--- config.mk ---
export PLATFORM = sky130hd
export DESIGN_NAME = counter_prescaler
export DESIGN_NICKNAME = d
export VERILOG_FILES = /design/src/rtl/counter_pkg.sv /design/src/rtl/counter_prescaler_phase.sv /design/src/rtl/counter_prescaler.sv
export SDC_FILE = /design/constraint.sdc
export NUM_CORES = 1
export LEC_CHECK = 0
export CORE_AREA = 2 2 61 63
export DETAILED_ROUTE_END_ITERATION = 10
export DIE_AREA = 0 0 63 65
export HOLD_SLACK_MARGIN = 0.02
export PLACE_DENSITY = 0.78
export SYNTH_ARGS = -nofsm -noshare
export SYNTH_HDL_FRONTEND = slang
export SYNTH_SLANG_ARGS = --single-unit
--- constraint.sdc ---
create_clock -name clock -period 3.1 [get_ports clock]
set_clock_uncertainty 0.2 [all_clocks]
set_input_delay 0.62 -clock clock [delete_from_list [all_inputs] [get_ports clock]]
set_output_delay 0.62 -clock clock [all_outputs]
set_load 0.03 [all_outputs]
--- src/rtl/counter_pkg.sv ---
`timescale 1ns/1ps
`default_nettype none
// ----------------------------------------------------------------------------
// counter_pkg : shared types, reset ratio and divide-ratio normaliser
// Rev 1.0
// ----------------------------------------------------------------------------
package counter_pkg;

  typedef enum logic [1:0] {
    IDLE    = 2'd0,
    RUN     = 2'd1,
    ONESHOT = 2'd2
  } prescaler_state_t;

  localparam int DIV_RESET = 1;

  // 0 and 1 both mean "tick every cycle"; anything above div_max saturates.
  function automatic int div_normalise(input int div, input int div_max);
    if (div <= 1) begin
      return 1;
    end else if (div > div_max) begin
      return div_max;
    end
    return div;
  endfunction

endpackage
`default_nettype wire

--- src/rtl/counter_prescaler_phase.sv ---
`timescale 1ns/1ps
`default_nettype none
// ----------------------------------------------------------------------------
// counter_prescaler_phase : phase register and wrap detect for the prescaler
// Rev 1.0
// ----------------------------------------------------------------------------
module counter_prescaler_phase #(
  parameter int DIV_WIDTH = 9
) (
  input  logic                 clock,
  input  logic                 reset,
  input  logic                 clear,
  input  logic                 advance,
  input  logic [DIV_WIDTH-1:0] div_act,
  output logic                 wrap
);

  localparam logic [DIV_WIDTH-1:0] c_ONE = DIV_WIDTH'(1);

  logic [DIV_WIDTH-1:0] r_ph;
  logic [DIV_WIDTH-1:0] w_last;

  // Full-width compare, so a ratio of DIV_MAX cannot alias onto a short one.
  assign w_last = div_act - c_ONE;
  assign wrap   = advance && (r_ph == w_last);

  always_ff @(posedge clock or negedge reset) begin
    if (!reset) begin
      r_ph <= '0;
    end else if (clear || wrap) begin
      r_ph <= '0;
    end else if (advance) begin
      r_ph <= r_ph + c_ONE;
    end
  end

endmodule
`default_nettype wire

--- src/rtl/counter_prescaler.sv ---
`timescale 1ns/1ps
`default_nettype none
// ----------------------------------------------------------------------------
// counter_prescaler : enable strobe every DIV cycles, start/stop/one-shot FSM
// Optional bounded bursts with COUNTER_PRESCALER_BURST_EN.  Rev 1.0
// ----------------------------------------------------------------------------
module counter_prescaler
  import counter_pkg::*;
#(
  parameter int DIV_MAX   = 256,
  parameter int DIV_WIDTH = $clog2(DIV_MAX) + 1
`ifdef COUNTER_PRESCALER_BURST_EN
  ,
  parameter int BURST_WIDTH = 8
`endif
) (
  input  logic                   clock,
  input  logic                   reset,
  input  logic [DIV_WIDTH-1:0]   div,
  input  logic                   div_load,
  input  logic                   start,
  input  logic                   stop,
  input  logic                   single,
  output logic                   tick,
  output logic                   running,
  output logic                   done
`ifdef COUNTER_PRESCALER_BURST_EN
  ,
  input  logic [BURST_WIDTH-1:0] burst_len
`endif
);

  localparam logic [1:0]           c_S_IDLE    = IDLE;
  localparam logic [1:0]           c_S_RUN     = RUN;
  localparam logic [1:0]           c_S_ONESHOT = ONESHOT;
  localparam logic [DIV_WIDTH-1:0] c_DIV_RESET = DIV_WIDTH'(DIV_RESET);

  logic [1:0]           r_state;
  logic [1:0]           w_state_nxt;
  logic                 r_tick;
  logic                 r_running;
  logic                 r_done;
  logic [DIV_WIDTH-1:0] r_div_act;
  logic [DIV_WIDTH-1:0] r_div_pend;
  logic                 r_pend_vld;
  logic [DIV_WIDTH-1:0] w_div_norm;
  logic                 w_idle;
  logic                 w_stop;
  logic                 w_start_acc;
  logic                 w_single_acc;
  logic                 w_wrap_raw;
  logic                 w_wrap;
  logic                 w_done_nxt;
  logic                 w_burst_end;
  logic                 w_to_idle;

  assign w_div_norm   = DIV_WIDTH'(div_normalise(32'(div), DIV_MAX));
  assign w_idle       = (r_state == c_S_IDLE);
  assign w_stop       = stop && !w_idle;
  assign w_start_acc  = w_idle && start && !stop;
  assign w_single_acc = w_idle && single && !start && !stop;
  // A stop in the wrap cycle suppresses the tick.
  assign w_wrap       = w_wrap_raw && !stop;

  counter_prescaler_phase #(
    .DIV_WIDTH (DIV_WIDTH)
  ) u_phase (
    .clock   (clock),
    .reset   (reset),
    .clear   (w_idle || stop),
    .advance (!w_idle),
    .div_act (r_div_act),
    .wrap    (w_wrap_raw)
  );

`ifdef COUNTER_PRESCALER_BURST_EN
  localparam logic [BURST_WIDTH-1:0] c_BURST_ONE = BURST_WIDTH'(1);

  logic [BURST_WIDTH-1:0] r_burst_left;

  // Zero means unbounded: the count only moves while it is nonzero.
  assign w_burst_end = (r_state == c_S_RUN) && w_wrap && (r_burst_left == c_BURST_ONE);

  always_ff @(posedge clock or negedge reset) begin
    if (!reset) begin
      r_burst_left <= '0;
    end else if (w_start_acc) begin
      r_burst_left <= burst_len;
    end else if ((r_state == c_S_RUN) && w_wrap && (r_burst_left != '0)) begin
      r_burst_left <= r_burst_left - c_BURST_ONE;
    end
  end
`else
  assign w_burst_end = 1'b0;
`endif

  always_comb begin
    w_state_nxt = r_state;
    w_done_nxt  = 1'b0;
    case (r_state)
      c_S_IDLE: begin
        if (w_start_acc) begin
          w_state_nxt = c_S_RUN;
        end else if (w_single_acc) begin
          w_state_nxt = c_S_ONESHOT;
        end
      end
      c_S_RUN: begin
        if (w_stop) begin
          w_state_nxt = c_S_IDLE;
        end else if (w_burst_end) begin
          w_state_nxt = c_S_IDLE;
          w_done_nxt  = 1'b1;
        end
      end
      c_S_ONESHOT: begin
        if (w_stop) begin
          w_state_nxt = c_S_IDLE;
        end else if (w_wrap) begin
          w_state_nxt = c_S_IDLE;
          w_done_nxt  = 1'b1;
        end
      end
      default: w_state_nxt = c_S_IDLE;
    endcase
  end

  assign w_to_idle = !w_idle && (w_state_nxt == c_S_IDLE);

  always_ff @(posedge clock or negedge reset) begin
    if (!reset) begin
      r_state   <= c_S_IDLE;
      r_tick    <= 1'b0;
      r_running <= 1'b0;
      r_done    <= 1'b0;
    end else begin
      r_state   <= w_state_nxt;
      r_tick    <= w_wrap;
      r_running <= (w_state_nxt != c_S_IDLE);
      r_done    <= w_done_nxt;
    end
  end

  // New ratios only take effect on a period boundary; leaving the active
  // states flushes anything still staged so IDLE never holds a stale value.
  always_ff @(posedge clock or negedge reset) begin
    if (!reset) begin
      r_div_act  <= c_DIV_RESET;
      r_div_pend <= c_DIV_RESET;
      r_pend_vld <= 1'b0;
    end else if (w_idle) begin
      if (div_load) begin
        r_div_act <= w_div_norm;
      end
    end else if (w_to_idle) begin
      if (div_load) begin
        r_div_act <= w_div_norm;
      end else if (r_pend_vld) begin
        r_div_act <= r_div_pend;
      end
      r_pend_vld <= 1'b0;
    end else begin
      if (w_wrap && r_pend_vld) begin
        r_div_act <= r_div_pend;
      end
      if (div_load) begin
        r_div_pend <= w_div_norm;
        r_pend_vld <= 1'b1;
      end else if (w_wrap) begin
        r_pend_vld <= 1'b0;
      end
    end
  end

  assign tick    = r_tick;
  assign running = r_running;
  assign done    = r_done;

endmodule
`default_nettype wire

* Word-level counts from Yosys, hierarchy flattened
Index checks and enable logic that the tools add are counted.
** Cells by class
- $add $sub $neg :: 2
- Order comparisons :: 2
- Equality and inequality tests :: 6
- Mux-type cells :: 25
- Bitwise gates (word level) :: 2
- Reductions and logical operators :: 23
** Operators with widths (count)
- 9-bit two-way mux :: 11
- 1-bit logical AND :: 10
- 2-bit two-way mux :: 5
- 9-bit by 1-bit adder with 9-bit output, second input constant :: 1
- 9-bit equality test :: 1
- 9-bit greater-than comparator, second input constant :: 1
- 9-bit by 1-bit <= comparator with 1-bit output, second input constant :: 1
- 9-bit by 1-bit subtractor with 9-bit output, second input constant :: 1
- 1-bit two-way mux :: 8
- 2-bit case mux with 3 select lines :: 1
- 3-bit AND reduction :: 2
- 3-bit nonzero test :: 2
- 2-bit logical NOT :: 2
- 1-bit logical NOT :: 3
- 3-bit != test, second input constant :: 1
- 2-bit by 1-bit equality test with 1-bit output, second input constant :: 1
- 2-bit equality test, second input constant :: 1
- 1-bit logical OR :: 2
- 2-bit by 1-bit != test with 1-bit output, second input constant :: 1
- 2-bit != test, second input constant :: 1
- 1-bit NOT :: 2
- 2-bit AND reduction :: 1
- 2-bit nonzero test :: 1
** Storage, ports and cells
- Register bits after elaboration :: 33
- Input bits :: 15
- Output and inout bits :: 3
- Logic and storage cells :: 68

* Longest topological paths before layout
- Depth in word-level cells :: 11
- Depth in mapped cells :: 9
- Gate-level depth less buffers :: 9

* Modules after synthesis
A second synthesis with hierarchy kept.
** Unflattened totals
- Cell total of the unflattened synthesis :: 201
- Area total of the unflattened synthesis :: 2045.7 um^2
** Modules (own cells, without submodules)
- counter_prescaler :: times used 1, cells each 117, area an instance 1280.0 um^2, seq. area each 603.1 um^2
- counter_prescaler_phase :: times used 1, cells each 84, area an instance 765.7 um^2, seq. area each 225.2 um^2

* Worst setup path after synthesis
OpenSTA, ideal clock, no wires.
- Path type :: register -> register
- From :: register r_div_act[0]
- To :: register r_div_act[2]
- Library setup time :: 0.125 ns
- Arrival time :: 2.523 ns
- Required time :: 2.775 ns
- Slack :: 0.252 ns
- Cell stages (with the launch flop) :: 10
- Path buffers :: 0
- Period minus slack after synthesis :: 2.848 ns
- Path through :: dfstp_2 > inv_1 > ha_1 > xor2_1 > nand2_1 > a211o_1 > a2111oi_4 > nand2_2 > a31oi_4 > mux2_2
** On the way
- Cells in the longest elaborated chain, start to end :: 11
- Elaborated cells between the ends (all ways) :: 15
- Those cells by class :: add/sub (1); eq/ne (2); mux (5); reduce/logical (7)
** Ends and longest elaborated chain
- start: declaration :: RTL line counter_prescaler.sv:43 : logic [DIV_WIDTH-1:0] r_div_act;
- start signal: assignment :: RTL line counter_prescaler.sv:148 : r_div_act <= c_DIV_RESET;
- start signal: assignment :: RTL line counter_prescaler.sv:153 : r_div_act <= w_div_norm;
- start signal: assignment :: RTL line counter_prescaler.sv:157 : r_div_act <= w_div_norm;
- 9-bit by 1-bit subtractor with 9-bit output * :: RTL line counter_prescaler_phase.sv:24 : assign w_last = div_act - c_ONE;
- 9-bit equality test * :: RTL line counter_prescaler_phase.sv:25 : assign wrap = advance && (r_ph == w_last);
- 1-bit logical AND * :: RTL line counter_prescaler_phase.sv:25
- 1-bit logical AND * :: RTL line counter_prescaler.sv:63 : assign w_wrap = w_wrap_raw && !stop;
- 2-bit two-way mux :: RTL line counter_prescaler.sv:119 : end else if (w_wrap) begin
- 2-bit two-way mux :: RTL line counter_prescaler.sv:117 : if (w_stop) begin
- 2-bit case mux with 3 select lines :: RTL line counter_prescaler.sv:100 : case (r_state)
- 2-bit logical NOT :: RTL line counter_prescaler.sv:128 : assign w_to_idle = !w_idle && (w_state_nxt == c_S_IDLE);
- 1-bit logical AND :: RTL line counter_prescaler.sv:128
- 3-bit != test (no source line), or another cell as far along
- 3-bit AND reduction (no source line) or 9-bit two-way mux (tied branches)
Every way passes the cells marked *; elsewhere a longest branch is shown, timed or not.
A chain may end at the register's enable or synchronous reset.

* Worst setup path after layout
- From :: register r_div_act[0]
- To :: register r_div_pend[2]
** On the way
- Cells in the longest elaborated chain, start to end :: 11
** Ends and longest elaborated chain
- 9-bit by 1-bit subtractor with 9-bit output :: RTL line counter_prescaler_phase.sv:24
- 9-bit equality test :: RTL line counter_prescaler_phase.sv:25
- 1-bit logical AND :: RTL line counter_prescaler_phase.sv:25
- 1-bit logical AND :: RTL line counter_prescaler.sv:63
- 2-bit two-way mux :: RTL line counter_prescaler.sv:119
- 2-bit two-way mux :: RTL line counter_prescaler.sv:117
- 2-bit case mux with 3 select lines :: RTL line counter_prescaler.sv:100
- 2-bit logical NOT :: RTL line counter_prescaler.sv:128
- 1-bit logical AND :: RTL line counter_prescaler.sv:128
- 1-bit NOT (no source line)
- 3-bit AND reduction (no source line)
- end signal: assignment :: RTL line counter_prescaler.sv:149 : r_div_pend <= c_DIV_RESET;
- end signal: assignment :: RTL line counter_prescaler.sv:167 : r_div_pend <= w_div_norm;
- end: declaration :: RTL line counter_prescaler.sv:44 : logic [DIV_WIDTH-1:0] r_div_pend;
Every way passes these cells.

==> out/summary.txt <==
status: complete, no violations
WP data arrival: 3.09 ns
CTS H-tree depth: 2
Slew headroom: 65.8%
Final HPWL DP: 2770 um
gr usage total: 20.9%
initial core utilization: 54.5%
Slew @ Worst Pin: 0.500 ns
Final #Nets: 222
Via density: 5.77
total number of vias: 1466
max-slew violation count: 0
first-pass GRT wire length: 6650 um
Top FF cell, synth: dfrtp_1
Core ar.: 3500 um2
async set-reset flop share out of synthesis: 100%
grt ovf: 0
r2r worst-path depth: 10
syn_nets: 192
Max Cap Viol: 0
clk slew on worst S/H paths: 0.10 ns
IO buf count: 17
Data required, critical path: 3.13 ns
Ys Warns: 0
Root Buffer: clkbuf_4
f_max: 327 MHz
DP Area: 2160 um2
pwr dens: 557 nW/um2
final worst slack: 0.0400 ns
maximum fanout along the worst path: 5
Rows: 22
most numerous cell in the Yosys netlist: dfrtp_1
post-route setup TNS: 0 ns
EDFF count, synth: 0
final wirelength: 3880 um
synth cell count leaders: dfrtp_1 (31), mux2_2 (20), nor2_1 (16)
Tcrit/Tclk final: 98.7%
vias in the first global route: 1520
initial antenna violation count: 0
drt drc: 0
hold slack: 0.314 ns
Final Hold Vio Count: 0
Worst Setup Start Kind: register
Die W: 63 um
die height: 65 um
initial DRC count: 58
Final Core Density: 64.9%
Routed WL per cell: 15.3 um
hold path depth: 1
Layout area overhead: 19.1%
# fillers: 288
CTS sink count: 33
DP Cell Count: 241
final setup violation count: 0
CTS tree: built
Total Power: 1.26 mW
Layout Cells excl Fill: 254
hold crit path type: reg2reg
Synth area leader: dfrtp_1
Final Critical Period: 3.06 ns
Critical Path Sink Type: register
clock buffer depth: 2
Mean Syn Cell Area: 10.9 um2
pin count of the biggest net entering global routing: 34
Syn Inst Count: 175
GP Congestion: 0.885
ANT nets after route: 0
mapped cell area: 1910 um2
CTS Buf Count: 5
Leak Pwr: 0.978 nW
library cells used by synthesis: 42
clock insertion delay at the later pin of the skew report: 0.34 ns
pre-CTS WS: 0.0239 ns
share of cells above drive strength 1: 23.8%
worst-case vdd ir drop: 365 uV
# IOs: 18
Design Area, Final: 2270 um2
sequential area share after synthesis: 43.5%
TritonRoute pass-1 iters: 4
critical path class: reg2reg
Yosys top cell area share: 40.7%
Seq cells post-synth: 33
full die area: 4100 um2
ant diodes: 0
largest cells by area after synthesis: dfrtp_1 (41%), mux2_2 (12%), xor2_1 (5.1%)
[logic make-up (layout without fill, tap and decap cells)]
| family | after synthesis | count (layout) | share of synthesized area (%) |
|---|---|---|---|
| AND/OR/NAND/NOR | 57 | 57 | 16.1 |
| AO/OA/AOI/OAI | 26 | 26 | 12.9 |
| flip-flops | 33 | 33 | 43.5 |
| multiplexers | 29 | 29 | 16.5 |
| adder cells (fa/ha/maj) | 2 | 2 | 1.31 |
| buffers and inverters | 12 | 43 | 2.36 |
| XOR/XNOR | 16 | 16 | 7.35 |
[per-layer routing]
metal	global-route usage, %	wire length [um]
met2	37.0	2000
met1	23.5	1630
met4	10.0	104
met3	5.21	152
met5	0	0
[placed cells by master (no fill, tap or decap), types with 2 or more instances in the layout]
master,count
or4_1,2
nand4_1,2
o22ai_1,2
a32oi_1,2
and3_1,2
nor3_1,5
ha_1,2
clkdlybuf4s50_1,17
buf_4,11
nor2b_1,9
mux2i_1,9
a31oi_1,3
dfrtp_1,31
nor3_2,2
a21oi_1,7
xor2_1,11
nand3_1,4
clkbuf_4,5
nor4_1,3
mux2_2,20
nand2_1,4
inv_1,7
dfstp_2,2
clkbuf_1,2
xnor2_1,5
nor2_1,16
[worst paths after layout]
kind                                from            end  slack [ns]
setup / recovery            r_div_act[0]  r_div_pend[2]        0.04
hold / removal             r_div_pend[5]  r_div_pend[5]        0.31
setup reg to reg            r_div_act[0]  r_div_pend[2]        0.04
hold reg to reg            r_div_pend[5]  r_div_pend[5]        0.31
max in group asynchronous          reset  r_div_pend[0]        1.91
min in group asynchronous          reset  r_div_pend[3]        0.47
[report_power, final]
group	switching, mW	leakage, nW	internal (mW)	total [mW]
combinational	0.215	0.517	0.211	0.427
clock	0.144	0.0326	0.112	0.256
sequential	0.0758	0.428	0.506	0.581
total	0.435	0.978	0.829	1.26
[area by class of cell]
cell class | instances | area, um2 | area share [%]
inverters | 7 | 26.3 | 1.16
clock buffers | 8 | 58.8 | 2.59
flip-flops and latches | 33 | 828 | 36.5
repair buffers | 28 | 253 | 11.1
multi-input cells | 130 | 1040 | 46.0
well taps | 48 | 60.1 | 2.65
[worst max-delay path, cell delays in order, from the launching register on]
cell and delay, ns:
dfstp_2 0.59, inv_1 0.07, ha_1 0.22, nor2b_2 0.19, a2111oi_0 0.49, a41oi_1 0.10, nand3_1 0.25, a211oi_2 0.15
o211ai_4 0.18, buf_4 0.17, mux2_2 0.34
[what timing repair did]
| action | in CTS | in global routing |
|---|---|---|
| buffers inserted | 0 | 5 |
| endpoints found under the setup margin | 0 | 17 |
| hold buffers | 0 | 0 |
| gates resized for setup | 0 | 3 |
[registers in the layout, indices dropped and copies added (netlist names)]
name	flops
r_state	2
r_div_pend	9
running	1
u_phase.r_ph	9
r_div_act	9
tick	1
r_pend_vld	1
done	1
Power figures use the tool's default switching activity.
